==> config.mk <==
export PLATFORM = sky130hd
export DESIGN_NAME = analog_core_seq
export DESIGN_NICKNAME = d
export VERILOG_FILES = /design/src/rtl/cochlea_ctrl_pkg.sv /design/src/rtl/cdc_sync.sv /design/src/rtl/analog_core_seq.sv
export SDC_FILE = /design/constraint.sdc
export NUM_CORES = 1
export LEC_CHECK = 0
export ABC_AREA = 1
export CAP_MARGIN = 20
export CORE_UTILIZATION = 40
export DETAILED_ROUTE_END_ITERATION = 6
export GPL_ROUTABILITY_DRIVEN = 0
export SLEW_MARGIN = 15
export SYNTH_ARGS = -nofsm -noshare
export SYNTH_HDL_FRONTEND = slang
export SYNTH_SLANG_ARGS = --single-unit
==> constraint.sdc <==
create_clock -name clk -period 3.06 [get_ports clk]
set_input_delay 0.306 -clock clk [delete_from_list [all_inputs] [get_ports clk]]
set_output_delay 0.306 -clock clk [all_outputs]
set_load 0.02 [all_outputs]
==> src/rtl/cochlea_ctrl_pkg.sv <==
// Shared definitions for the analog core sequencer.
// Holds the FSM state encoding and the default word width / synchronizer depth.
package cochlea_ctrl_pkg;

  typedef enum logic [1:0] {
    IDLE   = 2'd0,
    WARMUP = 2'd1,
    RUN    = 2'd2
  } state_t;

  localparam int unsigned DEFAULT_W           = 8;
  localparam int unsigned DEFAULT_SYNC_STAGES = 2;

endpackage

==> src/rtl/cdc_sync.sv <==
// Single-bit flop synchronizer for an asynchronous input.
// Ports: clk/rst_n (async active-low), d = asynchronous input,
//        q = synchronized output after STAGES clk edges.
module cdc_sync #(
  parameter int unsigned STAGES = 2
) (
  input  logic clk,
  input  logic rst_n,
  input  logic d,
  output logic q
);

  logic [STAGES-1:0] ff;

  always_ff @(posedge clk or negedge rst_n) begin
    if (!rst_n) begin
      ff <= '0;
    end else begin
      ff[0] <= d;
      for (int unsigned i = 1; i < STAGES; i++) begin
        ff[i] <= ff[i-1];
      end
    end
  end

  assign q = ff[STAGES-1];

endmodule

==> src/rtl/analog_core_seq.sv <==
// Digital sequencer for the cochlea analog core.
// Generates cclk/div2/lo drive clocks from clk, discards a warm-up period,
// then captures comparator decisions (high_buf) on each phi1b_dig strobe,
// feeds each bit back on fb1 and packs W bits LSB-first into data.
// Ports:
//   clk, rst_n           core clock, async active-low reset
//   en                   run request
//   cfg_cclk_div/lo_div/warmup  run configuration, latched on start
//   phi1b_dig, high_buf  asynchronous strobe / decision from the core
//   cclk, div2, lo, fb1  drives to the analog core
//   data, valid, ready   word handshake
//   ovf, clr_ovf         sticky overflow flag and its clear
//   state                current FSM state
module analog_core_seq
  import cochlea_ctrl_pkg::*;
#(
  parameter int unsigned SYNC_STAGES = DEFAULT_SYNC_STAGES,
  parameter int unsigned W           = DEFAULT_W
) (
  input  logic         clk,
  input  logic         rst_n,
  input  logic         en,
  input  logic [7:0]   cfg_cclk_div,
  input  logic [7:0]   cfg_lo_div,
  input  logic [7:0]   cfg_warmup,
  input  logic         phi1b_dig,
  input  logic         high_buf,
  output logic         cclk,
  output logic         div2,
  output logic         lo,
  output logic         fb1,
  output logic [W-1:0] data,
  output logic         valid,
  input  logic         ready,
  output logic         ovf,
  input  logic         clr_ovf,
  output logic [1:0]   state
);

  localparam int unsigned CW = $clog2(W + 1);

  state_t         state_q;
  logic [7:0]     cclk_div_q;
  logic [7:0]     lo_div_q;
  logic [7:0]     warmup_q;
  logic [7:0]     div_cnt;
  logic [7:0]     lo_cnt;
  logic [7:0]     warm_cnt;
  logic [W-1:0]   shreg;
  logic [CW-1:0]  bit_cnt;

  logic           phi_s;
  logic           hb_s;
  logic           phi_d;
  logic           strobe_q;
  logic           hb_q;

  logic           active;
  logic           cclk_rise;
  logic           strobe_run;
  logic           word_done;
  logic [W-1:0]   word;

  cdc_sync #(.STAGES(SYNC_STAGES)) u_sync_phi (
    .clk   (clk),
    .rst_n (rst_n),
    .d     (phi1b_dig),
    .q     (phi_s)
  );

  cdc_sync #(.STAGES(SYNC_STAGES)) u_sync_hb (
    .clk   (clk),
    .rst_n (rst_n),
    .d     (high_buf),
    .q     (hb_s)
  );

  // Edge detect is registered and high_buf is delayed alongside it, so the
  // decision used for a strobe is the one synchronized with that strobe.
  always_ff @(posedge clk or negedge rst_n) begin
    if (!rst_n) begin
      phi_d    <= 1'b0;
      strobe_q <= 1'b0;
      hb_q     <= 1'b0;
    end else begin
      phi_d    <= phi_s;
      strobe_q <= phi_s & ~phi_d;
      hb_q     <= hb_s;
    end
  end

  always_comb begin
    active     = ((state_q == WARMUP) || (state_q == RUN)) && en;
    cclk_rise  = active && (div_cnt == cclk_div_q) && !cclk;
    strobe_run = (state_q == RUN) && en && strobe_q;
    word_done  = strobe_run && (bit_cnt == CW'(W - 1));
    word       = {hb_q, shreg[W-1:1]};
  end

  always_ff @(posedge clk or negedge rst_n) begin
    if (!rst_n) begin
      state_q    <= IDLE;
      cclk_div_q <= '0;
      lo_div_q   <= '0;
      warmup_q   <= '0;
      div_cnt    <= '0;
      lo_cnt     <= '0;
      warm_cnt   <= '0;
      cclk       <= 1'b0;
      div2       <= 1'b0;
      lo         <= 1'b0;
      fb1        <= 1'b0;
      shreg      <= '0;
      bit_cnt    <= '0;
      data       <= '0;
      valid      <= 1'b0;
      ovf        <= 1'b0;
    end else begin
      case (state_q)
        IDLE: begin
          if (en) begin
            cclk_div_q <= cfg_cclk_div;
            lo_div_q   <= cfg_lo_div;
            warmup_q   <= cfg_warmup;
            state_q    <= (cfg_warmup == '0) ? RUN : WARMUP;
          end
        end
        WARMUP: begin
          if (!en) begin
            state_q <= IDLE;
          end else if (cclk_rise && ((warm_cnt + 8'd1) == warmup_q)) begin
            state_q <= RUN;
          end
        end
        RUN: begin
          if (!en) begin
            state_q <= IDLE;
          end
        end
        default: state_q <= IDLE;
      endcase

      // Anything that is not an enabled WARMUP/RUN cycle parks the drives and
      // discards any partial word; this also covers the exit to IDLE.
      if (!active) begin
        div_cnt  <= '0;
        lo_cnt   <= '0;
        warm_cnt <= '0;
        cclk     <= 1'b0;
        div2     <= 1'b0;
        lo       <= 1'b0;
        fb1      <= 1'b0;
        shreg    <= '0;
        bit_cnt  <= '0;
      end else begin
        if (div_cnt == cclk_div_q) begin
          div_cnt <= '0;
          cclk    <= ~cclk;
        end else begin
          div_cnt <= div_cnt + 8'd1;
        end

        if (cclk_rise) begin
          div2 <= ~div2;
          if (lo_cnt == lo_div_q) begin
            lo_cnt <= '0;
            lo     <= ~lo;
          end else begin
            lo_cnt <= lo_cnt + 8'd1;
          end
          if (state_q == WARMUP) begin
            warm_cnt <= warm_cnt + 8'd1;
          end
        end

        if (strobe_run) begin
          fb1   <= hb_q;
          shreg <= word;
          if (word_done) begin
            bit_cnt <= '0;
          end else begin
            bit_cnt <= bit_cnt + CW'(1);
          end
        end
      end

      // Output word register is independent of the FSM so a pending word
      // survives a stop until it is accepted.
      if (word_done && (!valid || ready)) begin
        data  <= word;
        valid <= 1'b1;
      end else if (valid && ready) begin
        valid <= 1'b0;
      end

      if (word_done && valid && !ready) begin
        ovf <= 1'b1;
      end else if (clr_ovf) begin
        ovf <= 1'b0;
      end
    end
  end

  assign state = state_q;

endmodule

* Word-level counts from Yosys, hierarchy flattened
Cells that the tools add are included.
Storage, ports and cells: bits in registers 83, bits of input ports 31, output and inout port bits 16, logic and storage cells 100
Operators by class: $add $sub $neg 4, eq/ne operators 14, multiplexer cells 32, bitwise logic cells 5, reductions and logical operators 24
Operator list (number):
- $mux 8 | 10
- $add 8x1->8 const B | 3
- $eq 8x8->1 | 3
- $mux 1 | 13
- $mux 4 | 3
- $logic_and 1x1->1 | 11
- $mux 2 | 5
- $ne 2x1->1 const B | 5
- $logic_not 8->1 | 1
- $pmux 2 s3 | 1
- $reduce_and 2->1 | 3
- $add 4x1->4 const B | 1
- $eq 4x3->1 const B | 1
- $ne 2x2->1 const B | 2
- $not 1->1 | 4
- $reduce_bool 2->1 | 2
- $logic_not 1->1 | 3
- $ne 3x3->1 const B | 1
- $reduce_and 3->1 | 1
- $eq 2x1->1 const B | 1
- $eq 2x2->1 const B | 1
- $logic_not 2->1 | 1
- $logic_or 1x1->1 | 2
- $and 1x1->1 | 1

* Logic depth before layout (Yosys ltp)
Gate-level depths: netlist (run 1).
depth after elaboration 9, mapped depth 15, mapped depth without buffers 15

* Hierarchy
A second synthesis (run 1) with hierarchy kept.
Unflattened totals: cells, all modules 454, area, all modules 3893.7 um2
By module, submodules not included:
- analog_core_seq | times used 1, cells an instance 450, area each 3793.6 um2, seq. area each 1926.8 um2
- cdc_sync | times used 2, cells an instance 2, area each 50.0 um2, seq. area each 50.0 um2

* Least setup slack after synthesis (run 1)
Ideal clock, no wire load.
path kind register to register, from register state_q[0] (netlist: state[0]), to register lo_div_q[0], library setup time 0.125 ns, data arrival time 1.567 ns, data required time 2.935 ns, slack 1.368 ns, stages on the path, launching flop included 6, path buffers 1, clock period less this slack 1.692 ns, cell sequence dfrtp_1 inv_1 ha_1 nand2_1 clkbuf_1 mux2_2
Between the ends: word-level cells in the longest chain between the ends 2
RTL lines:
- from (decl) | RTL line analog_core_seq.sv:42 | state_t state_q;
- from (signal assigned) | RTL line analog_core_seq.sv:125 | state_q <= (cfg_warmup == '0) ? RUN : WARMUP;
- $logic_not 2->1 | RTL line analog_core_seq.sv:119 | case (state_q)
- $reduce_and 2->1 (no line)
- to (signal assigned) | RTL line analog_core_seq.sv:123 | lo_div_q <= cfg_lo_div;
- to (decl) | RTL line analog_core_seq.sv:44 | logic [7:0] lo_div_q;
No other way between the ends. A chain may end at the register's enable or synchronous reset.

* Worst setup path in the final report (run 1)
from register warm_cnt[1], to register state_q[1] (netlist: state[1])
Between the ends: word-level cells in the longest chain between the ends 5
RTL lines:
- from (decl) | RTL line analog_core_seq.sv:48 | logic [7:0] warm_cnt;
- from (signal assigned) | RTL line analog_core_seq.sv:172 | warm_cnt <= warm_cnt + 8'd1;
- $add 8x1->8 | RTL line analog_core_seq.sv:131 | end else if (cclk_rise && ((warm_cnt + 8'd1) == warmup_q)) begin
- $eq 8x8->1 | RTL line analog_core_seq.sv:131
- $logic_and 1x1->1 | RTL line analog_core_seq.sv:131
- $ne 3x3->1 (no line)
- $reduce_and 3->1 (no line)
No other way between the ends.

==> metrics, run 1 <==
status=complete, no violations; number of unique standard cell types used by synthesis=35; f_max=483 MHz; CP Launch Type=flop; row count=35; Pins Over Slew Limit=0; first-pass GRT wire length=12400 um; Storage cell area=2030 um2; Post-Synth Simple-Gate Area=23.0%; RSZ-0062 raised after global routing=no; pre-CTS WS=0.887 ns; Mapped Cells=455; initial antenna violation count=0; drt initial violations=92; ratio of cells with drive above 1 in the final layout=9.18%; area of the multi-input gates=1550 um2; Slowest cell on crit path=dfrtp_1; DRC errors left=0; DIE HEIGHT=101 um; fin util=50.5%; hold worst-path end=u_sync_phi.ff[1]$_DFF_PN0_; Worst-Margin Slew=0.873 ns; post-synthesis compound-gate area fraction=9.16%; antenna diode count=0; PwrDens=634 nW/um2; maximum VDD drop=373 uV; Cell Area, Placed=4470 um2; data arrival time of the worst path=2.31 ns; Critical R2R Launch=warm_cnt[1]$_DFFE_PN0P_; R2R Setup Slk=0.99 ns; later-pin clock latency in the skew report=0.35 ns; top post-synthesis cells by area=dfrtp_1 52%, nand2_1 12%, inv_1 6.1%; WL/cell=11.3 um; final total power=2.98 mW; dominant cell type by area after synthesis=dfrtp_1; Sw Share=33.4%; Layout fillers=906; drt via density=4.69; Leakage=2.18 nW; Final setup viols=0; die area=10100 um2; Hold Vio Cnt, Final=0; Final Cycle Share=67.6%; reg2reg path depth=12; hold path depth=0; sw power=0.996 mW; DP HPWL=5270 um; area share of fa/ha/maj cells after synthesis=2.26%; crit path max fanout=5; Synth top area share=52.2%; Syn Area/Cell=8.53 um2; gr usage total=15.8%; Gate power share=26.5%; final WL=7270 um; Worst-path clk slew=0.08 ns; crit-path cells=ha_1 -> nand2_1 -> nor2_1 -> nand3_1 -> nand3_1 -> nand2_1 -> nor3_1 -> nand2_1 -> nand2_1 -> nand2_1 -> nand2_1 -> nand2_1; Core Footprint=9330 um2; Seq/Total Area, Yosys=52.2%; CP peak stage delay=0.44 ns; Tmin final=2.07 ns; Die W=101 um; largest net degree at the start of global routing=82; largest family of logic cells by synthesized area=simple AND/OR/NAND/NOR gates; nets=545; Mapped Nets=493; vias in the first global route=2795; CP endpoint kind=flop; CTS Buf Count=9; hold slack=0.354 ns; Finished Layout Cells=641; Mapped Area=3880 um2; most frequent cells in the layout=119 x nand2_1, 81 x dfrtp_1, 63 x inv_1, 45 x clkdlybuf4s50_1, 39 x nor2_1; multiplexer share of the synthesized area=2.32%; min-delay src=u_sync_phi.ff[0]$_DFF_PN0_; final worst slack=0.992 ns; max-cap violation count=0; TritonCTS clock tree=done; Yosys reg bits=81; DP Cell Count=623; Seq pwr share=46.0%; vias post-DR=3008; Critical Path RT=3.30 ns; Initial Util=41.6%; Clock power frac=27.5%; Hold WC Path Type=flop to flop; First-pass DRT Iterations=4; grt ovf=0; final instance area=4710 um2; Worst Setup Path Type=flop to flop; Internal=1.99 mW; clock skew=0.00801 ns; setup tns final=0 ns; Max Root-Sink Buffers=2; Yosys warning count=0; # Post-CTS Setup Buffers=0; clk root buf=clkbuf_8; synthesis-to-finish area growth=21.3%; IO Count=47; CTS H-tree lvls=3; RR Endpoint=state[1]$_DFFE_PN0P_; Synth Area in XOR/XNOR=3.16%; Buffers on Ports=46; most common cell after layout, fill and taps aside=nand2_1; Routed Antenna Nets=0; relative slew slack=41.6%; clock sinks=81; Critical Path Most Common Cell=nand2_1
## registers in the layout, indices dropped and copies added, names as in the netlist
signal / flops
hb_q: 1
warm_cnt: 8
state: 2
div_cnt: 8
cclk_div_q: 8
ovf: 1
u_sync_phi.ff: 2
warmup_q: 8
data: 8
u_sync_hb.ff: 2
strobe_q: 1
lo_div_q: 8
bit_cnt: 4
valid: 1
shreg: 6
div2: 1
lo: 1
fb1: 1
lo_cnt: 8
phi_d: 1
cclk: 1
## repair_timing
action / CTS / global route
hold buffers: 0 / 1
hold endpoints to repair: 0 / 37
gates resized for setup: 0 / 0
## power by group through the flow
stage | registers (mW) | logic, mW | clock network (mW)
CTS | 1.37 | 0.799 | 0.851
global route | 1.40 | 0.912 | 0.889
global placement | 1.39 | 0.777 | 0
finish | 1.37 | 0.790 | 0.820
floorplan | 1.38 | 0.587 | 0
detailed placement | 1.40 | 0.797 | 0
## per-layer routing
metal,share of wire (%),wire [um],vias to the layer above,GRT usage (%)
met5,0,0,-,0
met4,1.5,110,0,6.35
met3,3.3,238,11,2.50
met2,46,3330,60,25.9
met1,49,3590,1388,21.0
li1,-,-,1549,-
## layout make-up
cell class                 instances  share of cell area [%]
multi-input combinational        297                    32.9
tap                              129                    3.43
clock buffer                      10                    2.92
sequential                        81                    43.0
timing repair buffer              49                    10.5
clock inverter                     6                    1.57
inverter                          69                    5.66
## cells in the mapped netlist
cell,n
a21oi_1,12
a21oi_2,5
a22o_1,1
a31oi_1,1
buf_2,1
buf_4,2
clkbuf_1,4
clkbuf_2,1
clkinv_4,1
dfrtp_1,81
ha_1,7
inv_1,63
inv_2,4
inv_4,1
mux2_2,8
nand2_1,119
nand2_4,2
nand2_8,1
nand3_1,25
nand3_2,1
nand4_1,8
nor2_1,39
nor2_2,1
nor2_4,1
nor3_1,8
nor3b_1,1
o21ai_0,25
o21ai_1,3
o21ai_2,2
o21bai_1,2
o22ai_1,9
o31ai_1,1
or2_2,1
xnor2_1,9
xor2_1,5
## worst max-delay path, delay by kind of cell (launching register included)
family	cells	cell delay (ns)
adder cells (fa/ha/maj)	1	0.31
AND/OR/NAND/NOR	11	1.21
flip-flops	1	0.44
## kinds of logic after synthesis
family | after synthesis
compound gates | 61
xor+xnor | 14
fa+ha+maj | 7
buf+inv | 77
flops | 81
mux | 8
simple gates | 207
## worst max path at each step
stage / startpoint / slack, ns / to
finish: warm_cnt[1]$_DFFE_PN0P_ / 0.99 / state[1]$_DFFE_PN0P_
global route: warm_cnt[1]$_DFFE_PN0P_ / 0.72 / state[1]$_DFFE_PN0P_
CTS: state[0]$_DFFE_PN0P_ / 1.01 / bit_cnt[3]$_DFFE_PN0P_
detailed placement: en / 0.89 / bit_cnt[3]$_DFFE_PN0P_
global placement: en / 0.94 / bit_cnt[1]$_DFFE_PN0P_
floorplan: state[0]$_DFFE_PN0P_ / 1.37 / lo_div_q[0]$_DFFE_PN0P_
Power figures use the tool's default switching activity.
==> run 2: changes to the inputs <==
- clock period: 3.06 -> 1.9 ns (I/O delays scaled with it)
==> run 2 against run 1 <==
Compared with the run above:
- register-to-register slack lost 0.93 ns
- sequential cell count is the same
- first-iteration DRC count rose by 33%
- critical path depth is 2 higher
- sequential share of layout area shrank 1.2 points
- non-clock buffer count is 11 higher
- cell count rose by 1.9%
- die area unchanged
- sequential power rose by 62%
==> metrics, run 2 (same netlist as run 1, synthesis figures left out) <==
First-pass DRT Iterations=4 (unchanged); max-cap violation count=0 (unchanged); PwrDens=1010 nW/um2 (+59%); Pins Over Slew Limit=0 (unchanged); Initial Util=41.6% (unchanged); WL/cell=11.9 um (+4.6%); Final setup viols=0 (unchanged); final total power=4.88 mW (+64%); Layout fillers=880 (-2.9%); Worst Setup Path Type=flop to flop; DIE HEIGHT=101 um (unchanged); clock skew=0.00997 ns (+0.00196 ns); sw power=1.64 mW (+65%); Clock power frac=25.7% (-1.8 points); final WL=7750 um (+6.6%); later-pin clock latency in the skew report=0.35 ns (about the same); f_max=544 MHz (+12%); Final Cycle Share=96.8% (+29 points); setup tns final=0 ns (unchanged); die area=10100 um2 (unchanged); most frequent cells in the layout=112 x nand2_1, 81 x dfrtp_1, 61 x inv_1, 45 x clkdlybuf4s50_1, 36 x nor2_1; Die W=101 um (unchanged); most common cell after layout, fill and taps aside=nand2_1; gr usage total=16.9% (+1.1 points); CP endpoint kind=flop; nets=557 (+2.2%); Worst Setup SP=warm_cnt[0]$_DFFE_PN0P_; crit-path cells=ha_4 -> inv_4 -> nand2_2 -> nand2_1 -> nor2_1 -> nand2_1 -> nor2_1 -> nand3_1 -> nor2_1 -> nand2_1 -> nand2_2 -> nand2_2 -> nand2_2 -> nand2_1; final worst slack=0.0603 ns (-0.931 ns); Hold Vio Cnt, Final=0 (unchanged); R2R Setup Slk=0.06 ns (-0.93 ns); Seq pwr share=45.4% (-0.6 points); drt via density=4.66 (-0.70%); antenna diode count=0 (unchanged); Critical Path End=state[1]$_DFFE_PN0P_; Finished Layout Cells=653 (+1.9%); first-pass GRT wire length=13300 um (+7.1%); crit path max fanout=4 (-1); CTS Buf Count=9 (unchanged); relative slew slack=72.8% (+31 points); initial antenna violation count=0 (unchanged); Tmin final=1.84 ns (-0.229 ns); data arrival time of the worst path=2.07 ns (-0.24 ns); IO Count=47 (unchanged); DP Cell Count=632 (+1.4%); DP HPWL=5620 um (+6.7%); maximum VDD drop=596 uV (+60%); Routed Antenna Nets=0 (unchanged); Hold WC Path Type=input pin to flop; reg2reg path depth=14 (+2); Core Footprint=9330 um2 (unchanged); Sw Share=33.6% (+0.19 points); Worst-path clk slew=0.09 ns (about the same); CP peak stage delay=0.44 ns (about the same); DRC errors left=0 (unchanged); Critical Path RT=2.13 ns (-1.17 ns); synthesis-to-finish area growth=25.0%; Slowest cell on crit path=dfrtp_1; clock sinks=81 (unchanged); Internal=3.24 mW (+63%); hold slack=0.272 ns (-0.0822 ns); CP Launch Type=flop; Worst-Margin Slew=0.404 ns (-0.469 ns); clk root buf=clkbuf_8; CTS H-tree lvls=3 (unchanged); drt initial violations=122 (+33%); Leakage=2.23 nW (+2.3%); TritonCTS clock tree=done; status=complete, no violations; largest net degree at the start of global routing=58 (-29%); Critical R2R Launch=warm_cnt[0]$_DFFE_PN0P_; Buffers on Ports=46 (unchanged); RR Endpoint=state[1]$_DFFE_PN0P_; Gate power share=28.9% (+2.4 points); Max Root-Sink Buffers=2 (unchanged); vias post-DR=3043 (+1.2%); vias in the first global route=2897 (+3.6%); RSZ-0062 raised after global routing=yes; pre-CTS WS=-0.0407 ns (-0.928 ns); grt ovf=0 (unchanged); ratio of cells with drive above 1 in the final layout=13.5% (+4.4 points); row count=35 (unchanged)
## run 2: cell types whose count changed in the layout (fill, tap and decap cells not counted), sizes merged
cell    delta
buf       +11
clkinv     +2
inv        -2
nand2      +1
## run 2: power groups by stage
stage / registers (mW) / clock network, mW / logic (mW)
2_1_floorplan: 2.22 / 0 / 0.945
3_3_place_gp: 2.25 / 0 / 1.32
3_5_place_dp: 2.26 / 0 / 1.35
4_1_cts: 2.22 / 1.29 / 1.36
5_1_grt: 2.26 / 1.37 / 1.61
6_report: 2.22 / 1.26 / 1.41
## run 2: cell type report
| cell class | count | area (um2) | share of cell area (%) |
|---|---|---|---|
| clock buffer | 10 | 128 | 2.63 |
| clock inverter | 6 | 65.1 | 1.34 |
| inverter | 69 | 273 | 5.62 |
| multi-input combinational | 298 | 1600 | 33.0 |
| sequential | 81 | 2030 | 41.8 |
| tap | 129 | 161 | 3.33 |
| timing repair buffer | 60 | 594 | 12.3 |
## run 2: routing by layer
layer	routed length [um]	part of all wire [%]	GRT usage, %
met1	3840	50	23.2
met3	245	3.2	2.98
met5	0	0	0
met4	122	1.6	6.69
met2	3540	46	26.7
## run 2: worst min-delay path by stage
stage	end	start	cells after the start	slack (ns)
after CTS	u_sync_phi.ff[0]$_DFF_PN0_	phi1b_dig	1	0.26
after floorplan	bit_cnt[0]$_DFFE_PN0P_	rst_n	0	-0.11
after global placement	warm_cnt[7]$_DFFE_PN0P_	rst_n	1	0.13
after global routing	u_sync_hb.ff[0]$_DFF_PN0_	high_buf	1	0.26
final	u_sync_phi.ff[0]$_DFF_PN0_	phi1b_dig	1	0.27
after detailed placement	warmup_q[7]$_DFFE_PN0P_	rst_n	1	0.13
## run 2: timing repair
action / CTS / global route
setup endpoints to repair: 0 / 36
hold buffers: 1 / 0
setup buffers: 0 / 3
resized for setup: 0 / 19
hold endpoints to repair: 24 / 0
## run 2: worst max-delay path: cells and delay by family, from the launching register on
family | cells | cell delay [ns]
AND/OR/NAND/NOR | 12 | 0.94
adder cells (fa/ha/maj) | 1 | 0.31
buffers and inverters | 1 | 0.04
flip-flops | 1 | 0.44
## run 2: metrics by stage
| step | util, % | cell area [um2] |
|---|---|---|
| detailed placement | 48.9 | 4560 |
| global route | 52.0 | 4850 |
| finish | 52.0 | 4850 |
| CTS | 51.1 | 4760 |
| global placement | 48.9 | 4560 |
| floorplan | - | 3880 |
==> run 3: changes to the inputs <==
- CORE_MARGIN: default -> 1.5
- TNS_END_PERCENT: default -> 10
==> run 3 against run 2 <==
Compared with the run above:
- worst setup slack better by 0.0096 ns
- power is 2.0% lower
- design area is 0.41% lower
- non-clock buffer count is 2 higher
- sequential power hardly changed
- register-to-register slack hardly changed
- clock skew is 0.0025 ns higher
- critical endpoint is now warm_cnt[4]$_DFFE_PN0P_
- highest routed layer unchanged
==> metrics, run 3 (same netlist as run 1, synthesis figures left out) <==
Slowest cell on crit path=dfrtp_1; drt initial violations=93 (-24%); final instance area=4830 um2 (-0.41%); first-pass GRT wire length=13100 um (-1.9%); antenna diode count=0 (unchanged); CP endpoint kind=flop; Clock power frac=25.0% (-0.7 points); DP Cell Count=637 (+0.79%); Worst Setup SP=state[0]$_DFFE_PN0P_; Die W=102 um (+0.99%); sw power=1.65 mW (+0.87%); ratio of cells with drive above 1 in the final layout=12.4% (-1.2 points); Worst-path clk slew=0.09 ns (about the same); synthesis-to-finish area growth=24.4%; IO Count=47 (unchanged); final total power=4.79 mW (-2.0%); # Post-CTS Setup Buffers=0 (unchanged); CP Launch Type=flop; largest net degree at the start of global routing=36 (-38%); Max Root-Sink Buffers=2 (unchanged); most common cell after layout, fill and taps aside=nand2_1; row count=35 (unchanged); WL/cell=11.9 um (-0.14%); Pins Over Slew Limit=0 (unchanged); Hold Vio Cnt, Final=0 (unchanged); DP HPWL=5690 um (+1.3%); area of the multi-input gates=1580 um2 (-1.3%); most frequent cells in the layout=117 x nand2_1, 81 x dfrtp_1, 63 x inv_1, 45 x clkdlybuf4s50_1, 37 x nor2_1; initial antenna violation count=0 (unchanged); Initial Util=41.6% (unchanged); DRC errors left=0 (unchanged); hold path depth=1 (unchanged); CTS H-tree lvls=3 (unchanged); die area=10300 um2 (+2.0%); setup tns final=0 ns (unchanged); Critical Path RT=2.13 ns (about the same); First-pass DRT Iterations=4 (unchanged); Gate power share=28.7% (-0.2 points); Sw Share=34.5% (+0.98 points); relative slew slack=69.0% (-3.8 points); Storage cell area=2030 um2 (unchanged); nets=558 (+0.18%); Final Cycle Share=96.3% (-0.51 points); grt ovf=0 (unchanged); clock sinks=81 (unchanged); DIE HEIGHT=102 um (+0.99%); max-cap violation count=0 (unchanged); R2R Setup Slk=0.07 ns (about the same); TritonCTS clock tree=done; status=complete, no violations; CTS Buf Count=9 (unchanged); vias post-DR=3058 (+0.49%); Final setup viols=0 (unchanged); crit path max fanout=5 (+1); Buffers on Ports=46 (unchanged); crit-path cells=inv_1 -> ha_1 -> nand2_1 -> nor2_4 -> nand2_4 -> inv_2 -> nand2_4 -> nand2_1 -> o21ai_0; Seq pwr share=46.3% (+0.9 points); RSZ-0062 raised after global routing=yes; Leakage=2.24 nW (+0.14%); Internal=3.13 mW (-3.4%); gr usage total=16.3% (-0.61 points); PwrDens=991 nW/um2 (-1.6%); vias in the first global route=2867 (-1.0%); final WL=7750 um (about the same); Critical R2R Launch=state[0]$_DFFE_PN0P_; Routed Antenna Nets=0 (unchanged); Tmin final=1.83 ns (-0.00960 ns); Core Footprint=9330 um2 (unchanged); maximum VDD drop=595 uV (-0.19%); later-pin clock latency in the skew report=0.35 ns (about the same); clock skew=0.0125 ns (+0.00248 ns); Critical Path End=warm_cnt[4]$_DFFE_PN0P_; clk root buf=clkbuf_8; Worst-Margin Slew=0.464 ns (+0.0600 ns); Worst Setup Path Type=flop to flop; f_max=546 MHz (+0.52%); RR Endpoint=warm_cnt[4]$_DFFE_PN0P_; Cell Area, Placed=4600 um2 (+0.82%); Finished Layout Cells=654 (+0.15%); reg2reg path depth=9 (-5); data arrival time of the worst path=2.06 ns (about the same); Layout fillers=911 (+3.5%); Hold WC Path Type=input pin to flop; CP peak stage delay=0.42 ns (-0.02 ns); drt via density=4.68 (+0.34%)
## run 3: cell count changes in the layout (fill, tap and decap cells not counted), moves of 2 or more
cell	before	now
clkinv_2	2	0
inv_1	61	63
nand2_1	112	117
buf_4	11	14
nand2_2	8	2
## run 3: how the worst min path moves through the flow
| stage | startpoint | end | slack, ns |
|---|---|---|---|
| floorplan | rst_n | bit_cnt[0]$_DFFE_PN0P_ | -0.11 |
| global placement | rst_n | warm_cnt[7]$_DFFE_PN0P_ | 0.18 |
| detailed placement | rst_n | warm_cnt[7]$_DFFE_PN0P_ | 0.19 |
| CTS | high_buf | u_sync_hb.ff[0]$_DFF_PN0_ | 0.25 |
| global route | high_buf | u_sync_hb.ff[0]$_DFF_PN0_ | 0.25 |
| finish | high_buf | u_sync_hb.ff[0]$_DFF_PN0_ | 0.27 |
## run 3: what timing repair did
action,in CTS,in global routing
endpoints found under the hold margin,33,0
hold buffers,1,0
resized for setup,0,9
setup endpoints to repair,0,22
## run 3: power groups by stage
| stage | logic (mW) | registers [mW] | clock network (mW) |
|---|---|---|---|
| finish | 1.37 | 2.22 | 1.20 |
| global route | 1.56 | 2.26 | 1.30 |
| CTS | 1.38 | 2.22 | 1.24 |
| detailed placement | 1.38 | 2.25 | 0 |
| global placement | 1.35 | 2.24 | 0 |
| floorplan | 0.945 | 2.22 | 0 |
## run 3: cell type report
type                    count  area share (%)
clock buffers              10            2.85
clock inverters             6            1.06
inverters                  69            5.52
multi-input cells         297            32.7
flip-flops and latches     81            42.0
well taps                 129            3.34
repair buffers             62            12.5
## run 3: routing by layer
layer,vias to the layer above,GRT usage [%],wire (um)
met5,-,0,0
met4,0,7.37,138
met3,10,2.28,247
met2,63,26.0,3610
met1,1409,22.1,3760
li1,1576,-,-
## run 3: metrics by stage
stage | hold WS [ns] | worst slack [ns] | util [%]
2_1_floorplan | -0.106 | 0.208 | -
3_3_place_gp | 0.177 | 0.0518 | 49.3
3_5_place_dp | 0.186 | 0.0186 | 49.3
4_1_cts | 0.250 | 0.0307 | 51.4
5_1_grt | 0.253 | -0.0450 | 51.8
6_report | 0.273 | 0.0699 | 51.8
## run 3: worst max-delay path, delay by kind of cell (launching register included)
kind / cells / cell delay [ns]
compound gates: 1 / 0.11
fa+ha+maj: 1 / 0.28
buf+inv: 2 / 0.20
flops: 1 / 0.42
simple gates: 5 / 0.70
